$ cat config.mk
export PLATFORM = sky130hd
export DESIGN_NAME = pc_sequencer_flat
export DESIGN_NICKNAME = d
export VERILOG_FILES = /design/src/rtl/pc_sequencer_if.sv /design/src/rtl/pc_sequencer.sv /design/src/flat_wrapper.sv
export SDC_FILE = /design/constraint.sdc
export NUM_CORES = 1
export LEC_CHECK = 0
export BUFFER_PORTS_ARGS = -buffer_cell sky130_fd_sc_hd__buf_2
export CELL_PAD_IN_SITES_DETAIL_PLACEMENT = 0
export CELL_PAD_IN_SITES_GLOBAL_PLACEMENT = 2
export CORE_MARGIN = 10
export CORE_UTILIZATION = 31
export CTS_CLUSTER_SIZE = 25
export DETAILED_ROUTE_END_ITERATION = 8
export PLACE_DENSITY_LB_ADDON = 0.1
export SLEW_MARGIN = 20
export SYNTH_ARGS = -nofsm -noshare
export SYNTH_HDL_FRONTEND = slang
export SYNTH_SLANG_ARGS = --single-unit
$ cat constraint.sdc
create_clock -name clk_i -period 7.5 [get_ports clk_i]
set_clock_uncertainty 0.2 [all_clocks]
set_input_delay 0.375 -clock clk_i [delete_from_list [all_inputs] [get_ports clk_i]]
set_output_delay 0.375 -clock clk_i [all_outputs]
set_load 0.02 [all_outputs]
$ cat src/rtl/pc_sequencer_if.sv
// Bus between the pipeline control logic and the next-PC sequencer.
// Signal names keep the sequencer's point of view (_i into it, _o out of it).
interface pc_sequencer_if #(
    parameter int CNT_W = 16
);
    logic             stall_i;
    logic             imem_ready_i;
    logic             branch_valid_i;
    logic             branch_taken_i;
    logic [31:0]      branch_pc4_i;
    logic [15:0]      branch_imm_i;
    logic             jump_valid_i;
    logic [31:0]      jump_pc4_i;
    logic [25:0]      jump_addr_i;
    logic             jr_valid_i;
    logic [31:0]      jr_target_i;
    logic [31:0]      pc_o;
    logic [31:0]      pc_plus4_o;
    logic             flush_if_o;
    logic             flush_id_o;
    logic             misalign_o;
    logic [CNT_W-1:0] redirect_cnt_o;

    modport master (
        output stall_i, imem_ready_i, branch_valid_i, branch_taken_i,
               branch_pc4_i, branch_imm_i, jump_valid_i, jump_pc4_i,
               jump_addr_i, jr_valid_i, jr_target_i,
        input  pc_o, pc_plus4_o, flush_if_o, flush_id_o, misalign_o,
               redirect_cnt_o
    );

    modport slave (
        input  stall_i, imem_ready_i, branch_valid_i, branch_taken_i,
               branch_pc4_i, branch_imm_i, jump_valid_i, jump_pc4_i,
               jump_addr_i, jr_valid_i, jr_target_i,
        output pc_o, pc_plus4_o, flush_if_o, flush_id_o, misalign_o,
               redirect_cnt_o
    );
endinterface

$ cat src/rtl/pc_sequencer.sv
// Next-PC controller: owns the fetch PC, arbitrates branch/JR/J redirects,
// absorbs instruction-memory wait states and freezes on a misaligned JR.
module pc_sequencer #(
    parameter logic [31:0] RESET_PC = 32'h0000_0000,
    parameter int          CNT_W    = 16
) (
    input  logic         clk_i,
    input  logic         rst_i,
    pc_sequencer_if.slave bus
);
    typedef enum logic [1:0] {
        ST_RUN  = 2'd0,
        ST_PEND = 2'd1,
        ST_ERR  = 2'd2
    } state_t;

    // Larger value wins; a pending redirect is only replaced by one of equal or higher rank.
    localparam logic [1:0] PRIO_NONE = 2'd0;
    localparam logic [1:0] PRIO_J    = 2'd1;
    localparam logic [1:0] PRIO_JR   = 2'd2;
    localparam logic [1:0] PRIO_BR   = 2'd3;

    state_t           r_state;
    logic [31:0]      r_pc;
    logic [31:0]      r_pend_pc;
    logic [1:0]       r_pend_prio;
    logic             r_misalign;
    logic [CNT_W-1:0] r_cnt;

    logic             w_br_take;
    logic [31:0]      w_btarget;
    logic [31:0]      w_jtarget;
    logic [1:0]       w_req_prio;
    logic [31:0]      w_req_target;
    logic             w_req;
    logic             w_accept;
    logic             w_misjr;
    logic             w_cnt_max;

    assign w_br_take = bus.branch_valid_i & bus.branch_taken_i;
    assign w_btarget = bus.branch_pc4_i + {{14{bus.branch_imm_i[15]}}, bus.branch_imm_i, 2'b00};
    assign w_jtarget = {bus.jump_pc4_i[31:28], bus.jump_addr_i, 2'b00};

    // Pick the highest-priority redirect presented this cycle.
    always_comb begin
        w_req_prio   = PRIO_NONE;
        w_req_target = 32'h0000_0000;
        if (w_br_take) begin
            w_req_prio   = PRIO_BR;
            w_req_target = w_btarget;
        end else if (bus.jr_valid_i) begin
            w_req_prio   = PRIO_JR;
            w_req_target = bus.jr_target_i;
        end else if (bus.jump_valid_i) begin
            w_req_prio   = PRIO_J;
            w_req_target = w_jtarget;
        end else begin
            w_req_prio   = PRIO_NONE;
            w_req_target = 32'h0000_0000;
        end
    end

    assign w_req = (w_req_prio != PRIO_NONE);

    // Decide whether the presented redirect is taken in the current state.
    always_comb begin
        w_accept = 1'b0;
        case (r_state)
            ST_RUN:  w_accept = w_req;
            ST_PEND: w_accept = w_req & (w_req_prio >= r_pend_prio);
            default: w_accept = 1'b0;
        endcase
    end

    assign w_misjr   = w_accept & (w_req_prio == PRIO_JR) & (bus.jr_target_i[1:0] != 2'b00);
    assign w_cnt_max = &r_cnt;

    // Flushes are gated by reset so they read low while rst_i is asserted.
    assign bus.flush_if_o     = w_accept & rst_i;
    assign bus.flush_id_o     = w_accept & (w_req_prio == PRIO_BR) & rst_i;
    assign bus.pc_o           = r_pc;
    assign bus.pc_plus4_o     = r_pc + 32'd4;
    assign bus.misalign_o     = r_misalign;
    assign bus.redirect_cnt_o = r_cnt;

    // Redirect counter, saturating at all-ones.
    always_ff @(posedge clk_i or negedge rst_i) begin
        if (!rst_i) begin
            r_cnt <= {CNT_W{1'b0}};
        end else if (w_accept && !w_cnt_max) begin
            r_cnt <= r_cnt + {{(CNT_W-1){1'b0}}, 1'b1};
        end
    end

    // PC state machine: RUN / PENDING (target parked during wait states) / ERR.
    always_ff @(posedge clk_i or negedge rst_i) begin
        if (!rst_i) begin
            r_state     <= ST_RUN;
            r_pc        <= RESET_PC;
            r_pend_pc   <= 32'h0000_0000;
            r_pend_prio <= PRIO_NONE;
            r_misalign  <= 1'b0;
        end else begin
            case (r_state)
                ST_RUN: begin
                    if (w_misjr) begin
                        r_state    <= ST_ERR;
                        r_misalign <= 1'b1;
                    end else if (w_accept) begin
                        if (bus.imem_ready_i) begin
                            r_pc <= w_req_target;
                        end else begin
                            r_pend_pc   <= w_req_target;
                            r_pend_prio <= w_req_prio;
                            r_state     <= ST_PEND;
                        end
                    end else if (!bus.stall_i && bus.imem_ready_i) begin
                        r_pc <= r_pc + 32'd4;
                    end else begin
                        r_pc <= r_pc;
                    end
                end
                ST_PEND: begin
                    if (w_misjr) begin
                        r_state     <= ST_ERR;
                        r_misalign  <= 1'b1;
                        r_pend_prio <= PRIO_NONE;
                    end else if (w_accept) begin
                        if (bus.imem_ready_i) begin
                            r_pc        <= w_req_target;
                            r_pend_prio <= PRIO_NONE;
                            r_state     <= ST_RUN;
                        end else begin
                            r_pend_pc   <= w_req_target;
                            r_pend_prio <= w_req_prio;
                        end
                    end else if (bus.imem_ready_i) begin
                        r_pc        <= r_pend_pc;
                        r_pend_prio <= PRIO_NONE;
                        r_state     <= ST_RUN;
                    end else begin
                        r_pc <= r_pc;
                    end
                end
                ST_ERR: begin
                    r_pc <= r_pc;
                end
                default: begin
                    r_state <= ST_ERR;
                end
            endcase
        end
    end
endmodule

$ cat src/flat_wrapper.sv
// flat-port wrapper written by rule: the top's interface ports become plain ports
module pc_sequencer_flat 
#(
    parameter logic [31:0] RESET_PC = 32'h0000_0000,
    parameter int          CNT_W    = 16
)
  (clk_i, rst_i, bus_stall_i, bus_imem_ready_i, bus_branch_valid_i, bus_branch_taken_i, bus_branch_pc4_i, bus_branch_imm_i, bus_jump_valid_i, bus_jump_pc4_i, bus_jump_addr_i, bus_jr_valid_i, bus_jr_target_i, bus_pc_o, bus_pc_plus4_o, bus_flush_if_o, bus_flush_id_o, bus_misalign_o, bus_redirect_cnt_o);
  pc_sequencer_if #(.CNT_W(CNT_W)) bus_i ();
  input  logic clk_i;
  input  logic rst_i;
  input wire logic [$bits(bus_i.stall_i)-1:0] bus_stall_i;
  input wire logic [$bits(bus_i.imem_ready_i)-1:0] bus_imem_ready_i;
  input wire logic [$bits(bus_i.branch_valid_i)-1:0] bus_branch_valid_i;
  input wire logic [$bits(bus_i.branch_taken_i)-1:0] bus_branch_taken_i;
  input wire logic [$bits(bus_i.branch_pc4_i)-1:0] bus_branch_pc4_i;
  input wire logic [$bits(bus_i.branch_imm_i)-1:0] bus_branch_imm_i;
  input wire logic [$bits(bus_i.jump_valid_i)-1:0] bus_jump_valid_i;
  input wire logic [$bits(bus_i.jump_pc4_i)-1:0] bus_jump_pc4_i;
  input wire logic [$bits(bus_i.jump_addr_i)-1:0] bus_jump_addr_i;
  input wire logic [$bits(bus_i.jr_valid_i)-1:0] bus_jr_valid_i;
  input wire logic [$bits(bus_i.jr_target_i)-1:0] bus_jr_target_i;
  output wire logic [$bits(bus_i.pc_o)-1:0] bus_pc_o;
  output wire logic [$bits(bus_i.pc_plus4_o)-1:0] bus_pc_plus4_o;
  output wire logic [$bits(bus_i.flush_if_o)-1:0] bus_flush_if_o;
  output wire logic [$bits(bus_i.flush_id_o)-1:0] bus_flush_id_o;
  output wire logic [$bits(bus_i.misalign_o)-1:0] bus_misalign_o;
  output wire logic [$bits(bus_i.redirect_cnt_o)-1:0] bus_redirect_cnt_o;
  assign bus_i.stall_i = bus_stall_i;
  assign bus_i.imem_ready_i = bus_imem_ready_i;
  assign bus_i.branch_valid_i = bus_branch_valid_i;
  assign bus_i.branch_taken_i = bus_branch_taken_i;
  assign bus_i.branch_pc4_i = bus_branch_pc4_i;
  assign bus_i.branch_imm_i = bus_branch_imm_i;
  assign bus_i.jump_valid_i = bus_jump_valid_i;
  assign bus_i.jump_pc4_i = bus_jump_pc4_i;
  assign bus_i.jump_addr_i = bus_jump_addr_i;
  assign bus_i.jr_valid_i = bus_jr_valid_i;
  assign bus_i.jr_target_i = bus_jr_target_i;
  assign bus_pc_o = bus_i.pc_o;
  assign bus_pc_plus4_o = bus_i.pc_plus4_o;
  assign bus_flush_if_o = bus_i.flush_if_o;
  assign bus_flush_id_o = bus_i.flush_id_o;
  assign bus_misalign_o = bus_i.misalign_o;
  assign bus_redirect_cnt_o = bus_i.redirect_cnt_o;
  pc_sequencer #(.RESET_PC(RESET_PC), .CNT_W(CNT_W)) u_core (.clk_i(clk_i), .rst_i(rst_i), .bus(bus_i));
endmodule
# Word level (Yosys, flattened, before mapping)
# Cells that the tools add are included.
[op_classes]
n_addsub = 3
order_cmp = 1
n_eq_ne = 14
mux = 28
bitwise = 10
reduce_logical = 15
[op_table]
columns = ["operator", "n"]
rows = [
  ["$mux 32", 10],
  ["$pmux 32 s2", 1],
  ["$add 32x3->32 const B", 1],
  ["$add 32x32->32", 1],
  ["$mux 2", 13],
  ["$add 16x1->16 const B", 1],
  ["$reduce_and 16->1", 1],
  ["$reduce_and 5->1", 2],
  ["$ne 3x2->1 const B", 3],
  ["$reduce_and 4->1", 2],
  ["$and 1x1->1", 7],
  ["$eq 2x2->1 const B", 3],
  ["$ne 2x2->1 const B", 3],
  ["$ne 3x1->1 const B", 2],
  ["$pmux 2 s3", 1],
  ["$reduce_bool 2->1", 3],
  ["$ne 4x2->1 const B", 1],
  ["$pmux 2 s2", 1],
  ["$not 1->1", 3],
  ["$eq 2x1->1 const B", 1],
  ["$ge 2x2->1", 1],
  ["$logic_and 1x1->1", 2],
  ["$logic_not 1->1", 2],
  ["$logic_not 2->1", 1],
  ["other kinds (5)", 5],
]
[word_totals]
ff_bits = 85
input_bits = 146
out_inout_bits = 83
elab_cells = 77

# Longest topological paths before layout
[depth]
ltp_word = 10
ltp_mapped = 16
mapped_depth_nobuf = 11

# Worst setup path before layout
# OpenSTA, ideal clock, no wires.
[synth_path]
path_kind = "input-to-output"
from = "input port bus_branch_valid_i"
to = "output port bus_flush_id_o"
t_arrival_ps = 3007
t_required_ps = 6925
slack_ps = 3918
stages = 12
n_path_buf = 5
path_cell_list = "and2_1 -> clkbuf_1 -> clkbuf_1 -> clkbuf_1 -> nor2_1 -> ha_1 -> nor2b_1 -> maj3_2 -> a211oi_1 -> buf_2 -> buf_2 -> and3_1"
[synth_between]
elab_chain_len = 7
elab_cells_between_ends = 9
classes_between = "order compare (1); eq/ne (1); mux (2); bitwise (4); reduce/logical (1)"
[synth_rtl]
columns = ["item", "line_no", "source"]
rows = [
  ["from (decl)", "flat_wrapper.sv:13", "input wire logic [$bits(bus_i.branch_valid_i)-1:0] bus_branch_valid_i;"],
  ["$and 1x1->1 (*)", "pc_sequencer.sv:40", "assign w_br_take = bus.branch_valid_i & bus.branch_taken_i;"],
  ["$mux 2 (*)", "pc_sequencer.sv:48", "if (w_br_take) begin"],
  ["$ge 2x2->1 or $reduce_bool 2->1 (tied branches)", "pc_sequencer.sv:70, pc_sequencer.sv:63", ""],
  ["$and 1x1->1", "pc_sequencer.sv:70", "ST_PEND: w_accept = w_req & (w_req_prio >= r_pend_prio);"],
  ["$pmux 1 s2", "pc_sequencer.sv:68", "case (r_state)"],
  ["$and 1x1->1 (*) (2 in series)", "pc_sequencer.sv:80", "assign bus.flush_id_o = w_accept & (w_req_prio == PRIO_BR) & rst_i;"],
  ["to (decl)", "flat_wrapper.sv:25", "output wire logic [$bits(bus_i.flush_id_o)-1:0] bus_flush_id_o;"],
]
# Mark *: on every way between the ends. The rest lies on a longest branch, timed or not.

# Worst setup path after layout
[layout_path]
from = "input port bus_branch_valid_i"
to = "register u_core.r_pc[27] (netlist: u_core.bus.pc_o[27])"
[layout_between]
elab_chain_len = 9
elab_cells_between_ends = 21
classes_between = "order compare (1); eq/ne (5); mux (9); bitwise (4); reduce/logical (2)"
[layout_rtl]
columns = ["item", "line_no", "source"]
rows = [
  ["$and 1x1->1 (*)", "pc_sequencer.sv:40", ""],
  ["$mux 2", "pc_sequencer.sv:48", ""],
  ["$ge 2x2->1 or $reduce_bool 2->1 (tied branches)", "pc_sequencer.sv:70, pc_sequencer.sv:63", ""],
  ["$and 1x1->1", "pc_sequencer.sv:70", ""],
  ["$pmux 1 s2", "pc_sequencer.sv:68", ""],
  ["$and 1x1->1 (2 in series)", "pc_sequencer.sv:75", "assign w_misjr = w_accept & (w_req_prio == PRIO_JR) & (bus.jr_target_i[1:0] != 2'b00);"],
  ["$ne 2x2->1 (no line)", "n/a", ""],
  ["$reduce_and 5->1 (no line)", "n/a", ""],
  ["to (signal assigned)", "pc_sequencer.sv:111", "r_pc <= w_req_target;"],
  ["to (signal assigned)", "pc_sequencer.sv:118", "r_pc <= r_pc + 32'd4;"],
  ["to (signal assigned)", "pc_sequencer.sv:120", "r_pc <= r_pc;"],
  ["to (decl)", "pc_sequencer.sv:24", "logic [31:0] r_pc;"],
]
# Mark *: on every way between the ends. The rest lies on a longest branch, timed or not. The select of a mux whose other input is x is not followed.
# A chain may end at the register's enable or synchronous reset.

==> insert_results.sql <==
INSERT INTO impl_metrics (metric_group, metric, value, unit) VALUES
('layout', 'multi_input_comb_area', '4350', 'sq um'),
('layout', 'fillers', '2252', ''),
('routing', 'drt-initial-drc-count', '346', ''),
('routing', 'ant_nets', '0', ''),
('routing', 'route.detailed.drc', '0', ''),
('pwr', 'cell_area_power_density', '150', 'nW/um^2'),
('yosys', 'synthXorXnorAreaFrac', '8.73', '%'),
('yosys', 'synth-async-reset-ratio', '100', '%'),
('setup_path', 'timing.critical_path.slowest_cell_delay', '0.60', 'ns'),
('yosys', 'synth-seq-area-share', '31.6', '%'),
('timing', 'final-hold-violation-count', '0', ''),
('routing', 'viasPerCell', '5.38', ''),
('yosys', 'yosys_register_bits', '85', ''),
('yosys', 'synth-edff-count', '0', ''),
('die', 'rows', '53', ''),
('die', 'die_ar', '28000', 'sq um'),
('yosys', 'synth_warnings', '0', ''),
('yosys', 'yosys_most_used_dff', 'sky130_fd_sc_hd__dfrtp_1', ''),
('clock_network', 'cts_root_buf', 'sky130_fd_sc_hd__clkbuf_16', ''),
('layout', 'fraction_of_layout_cells_with_a_size_suffix_above_1', '25.9', '%'),
('min_path', 'hold_path.class', 'in2reg', ''),
('layout', 'final_nets', '1157', ''),
('timing', 'rsz0062_at_grt', 'false', ''),
('routing', 'routed_wirelength', '26.0', 'mm'),
('place', 'post-dp-hpwl', '20.1', 'mm'),
('global_route', 'grt.total_usage', '17.8', '%'),
('yosys', 'syn_area', '6720', 'sq um'),
('setup_path', 'worst-path-stages', '15', ''),
('clock_network', 'tritoncts.num_buffers', '9', ''),
('global_route', 'number_of_antenna_violations_at_the_first_check_in_global_routing', '3', ''),
('timing', 'worst_slew_pin_slew', '1.06', 'ns'),
('yosys', 'synthAdderAreaFrac', '6.42', '%'),
('timing', 'worst_slew_margin_rel', '28.9', '%'),
('place', 'finalWeightedCongestion', '0.834', ''),
('die', 'pin_count', '229', ''),
('flow_run', 'max_cap_violations', '0', ''),
('layout', 'area_growth', '23.5', '%'),
('clock_network', 'worstSkewPairLatency', '0.34', 'ns'),
('clock_network', 'clock_sink_count', '85', ''),
('global_route', 'grt_pass1_wl', '40.8', 'mm'),
('timing', 'timing.final.crit_share', '57.5', '%'),
('setup_path', 'worstPathArrival', '4.32', 'ns'),
('yosys', 'netlist_top_cells_area', 'sky130_fd_sc_hd__dfrtp_1 32%, sky130_fd_sc_hd__ha_1 6.0%, sky130_fd_sc_hd__o21ai_0 5.5%, sky130_fd_sc_hd__xnor2_1 5.5%, sky130_fd_sc_hd__nand2_1 5.1%', ''),
('run_status', 'status', 'complete, no violations', ''),
('place', 'port-buffer-count', '200', ''),
('pwr', 'vdd.ir_drop.worst', '0.0931', 'mV'),
('pwr', 'total_leakage_power', '4.05', 'nW'),
('setup_path', 'cp_max_fo', '53', ''),
('global_route', 'maximum_number_of_pins_on_one_net_before_global_route_repair', '77', ''),
('setup_path', 'critPathTopFamily', 'simple AND/OR/NAND/NOR gates', ''),
('routing', 'detailroute.via_count', '6788', ''),
('die', 'placeableCoreArea', '21200', 'sq um'),
('timing', 'final_period_minus_worst_setup_slack', '4.31', 'ns'),
('yosys', 'synth_fp_nets', '986', ''),
('clock_network', 'maximum_number_of_buffers_from_clock_root_to_sink', '2', ''),
('yosys', 'synth_area_per_cell', '8.33', 'sq um'),
('global_route', 'via_count_of_the_first_global_routing_pass', '7095', ''),
('routing', 'drt-wirelength-per-cell', '20.6', 'microns'),
('place', 'placedInstanceArea', '7950', 'sq um'),
('setup_path', 'cp.buffers_inverters', '4', ''),
('timing', 'max_freq', '232', 'MHz'),
('timing', 'final-max-slew-violation-count', '0', ''),
('die', 'die_outline_height', '167', 'microns'),
('setup_path', 'timing_worst_setup_path_type', 'in2reg', ''),
('layout', 'ff_latch_area', '2130', 'sq um'),
('yosys', 'yosys-mux-area-fraction', '2.98', '%'),
('yosys', 'synth-compound-area-share', '27.4', '%'),
('setup_path', 'crit_path_start_kind', 'input port', ''),
('yosys', 'ys_types', '64', ''),
('global_route', 'globalRouteOverflowTotal', '0', ''),
('clock_network', 'clock_pin_slew_on_the_worst_setup_and_hold_paths', '0.06', 'ns');
-- worst register-to-register path, stage by stage (launching register included) --
cell                       delay (ns)
sky130_fd_sc_hd__dfrtp_1         0.38
sky130_fd_sc_hd__ha_1            0.29
sky130_fd_sc_hd__nor2b_1         0.05
sky130_fd_sc_hd__maj3_2          0.33
sky130_fd_sc_hd__a211oi_2        0.45
sky130_fd_sc_hd__buf_4           0.33
sky130_fd_sc_hd__nand2_1         0.35
sky130_fd_sc_hd__nor2_2          0.60
sky130_fd_sc_hd__buf_4           0.33
sky130_fd_sc_hd__a22oi_1         0.11
sky130_fd_sc_hd__o21ai_0         0.11
sky130_fd_sc_hd__a21oi_1         0.06
-- final timing paths --
path,startpoint,to,slack [ns]
max reg2reg,u_core.r_pend_prio[0]$_DFFE_PN0P_,u_core.bus.pc_o[27]$_DFFE_PN0P_,3.79
min reg2reg,u_core.bus.misalign_o$_DFFE_PN0P_,u_core.bus.misalign_o$_DFFE_PN0P_,0.26
min,bus_branch_pc4_i[1],u_core.r_pend_pc[1]$_DFFE_PN0P_,0.18
min in group asynchronous,rst_i,u_core.bus.pc_o[2]$_DFFE_PN0P_,0.21
max,bus_branch_valid_i,u_core.bus.pc_o[27]$_DFFE_PN0P_,3.19
max in group asynchronous,rst_i,u_core.r_pend_pc[12]$_DFFE_PN0P_,5.91
-- per-stage QoR --
stage                     setup slack, ns  power (mW)  instances
final                                3.19        1.25       1261
after global routing                 2.84        1.30       1259
after CTS                            3.18        1.26       1258
after detailed placement             2.84       0.755       1241
after global placement               2.81       0.755       1241
after floorplan                      3.92       0.649        807
-- flip-flops by register name, summed over array words and instances, names as in the netlist --
| name | flops |
|---|---|
| u_core.r_state | 2 |
| u_core.r_pend_prio | 2 |
| u_core.bus.misalign_o | 1 |
| u_core.bus.redirect_cnt_o | 16 |
| u_core.bus.pc_o | 32 |
| u_core.r_pend_pc | 32 |
-- cell type report --
| class | count | share of cell area [%] |
|---|---|---|
| diodes | 3 | 0.0904 |
| clock buffers | 11 | 3.04 |
| clock inverters | 5 | 0.979 |
| inverters | 11 | 0.497 |
| multi-input cells | 659 | 52.4 |
| flip-flops and latches | 85 | 25.6 |
| well taps | 275 | 4.14 |
| repair buffers | 212 | 13.2 |
-- cell usage after synthesis (all sizes together) (10+ instances only) --
master and instances:
a211oi 10, o21ai 76, nand2 91, and3 16
mux2i 11, ha 32, nor3 18, inv 11
nand3 29, xnor2 42, clkbuf 35, nor2 61
nand4 16, o22ai 14, a21o 21, a221oi 12
xor2 25, a21oi 51, dfrtp 85, a221o 21
buf 17
-- what timing repair did --
| action | CTS | global route |
|---|---|---|
| endpoints found under the hold margin | 9 | 0 |
| resized for setup | 0 | 0 |
| hold buffers | 1 | 0 |
-- cells by family after synthesis --
| kind of cell | after synthesis |
|---|---|
| AND/OR/NAND/NOR | 266 |
| flip-flops | 85 |
| AO/OA/AOI/OAI | 273 |
| XOR/XNOR | 67 |
| adder cells (fa/ha/maj) | 34 |
| buffers and inverters | 63 |
| multiplexers | 19 |
-- layout by cell type (no fill, tap or decap), drive strengths merged, types with 7 or more instances in the layout --
cell,n
a211oi,10
a21o,21
a21oi,51
a221o,21
a221oi,12
a22o,7
a22oi,7
a31oi,8
and3,16
buf,211
clkbuf,11
dfrtp,85
ha,32
inv,12
mux2,8
mux2i,11
nand2,91
nand3,29
nand4,16
nor2,61
nor3,18
o211ai,7
o21ai,76
o22ai,14
o31ai,7
xnor2,42
xor2,25
-- report_power, final --
group / leakage [nW] / switching, mW / internal, mW
Clock: 0.162 / 0.188 / 0.311
Sequential: 1.15 / 0.00676 / 0.471
Combinational: 2.75 / 0.162 / 0.107
-- per-layer routing --
metal	share of wire (%)	track usage, %
met4	0.82	3.26
met5	0	0
met2	46	28.7
met1	48	24.1
met3	5.7	3.82
No activity file was read; power rests on OpenSTA's default activity.
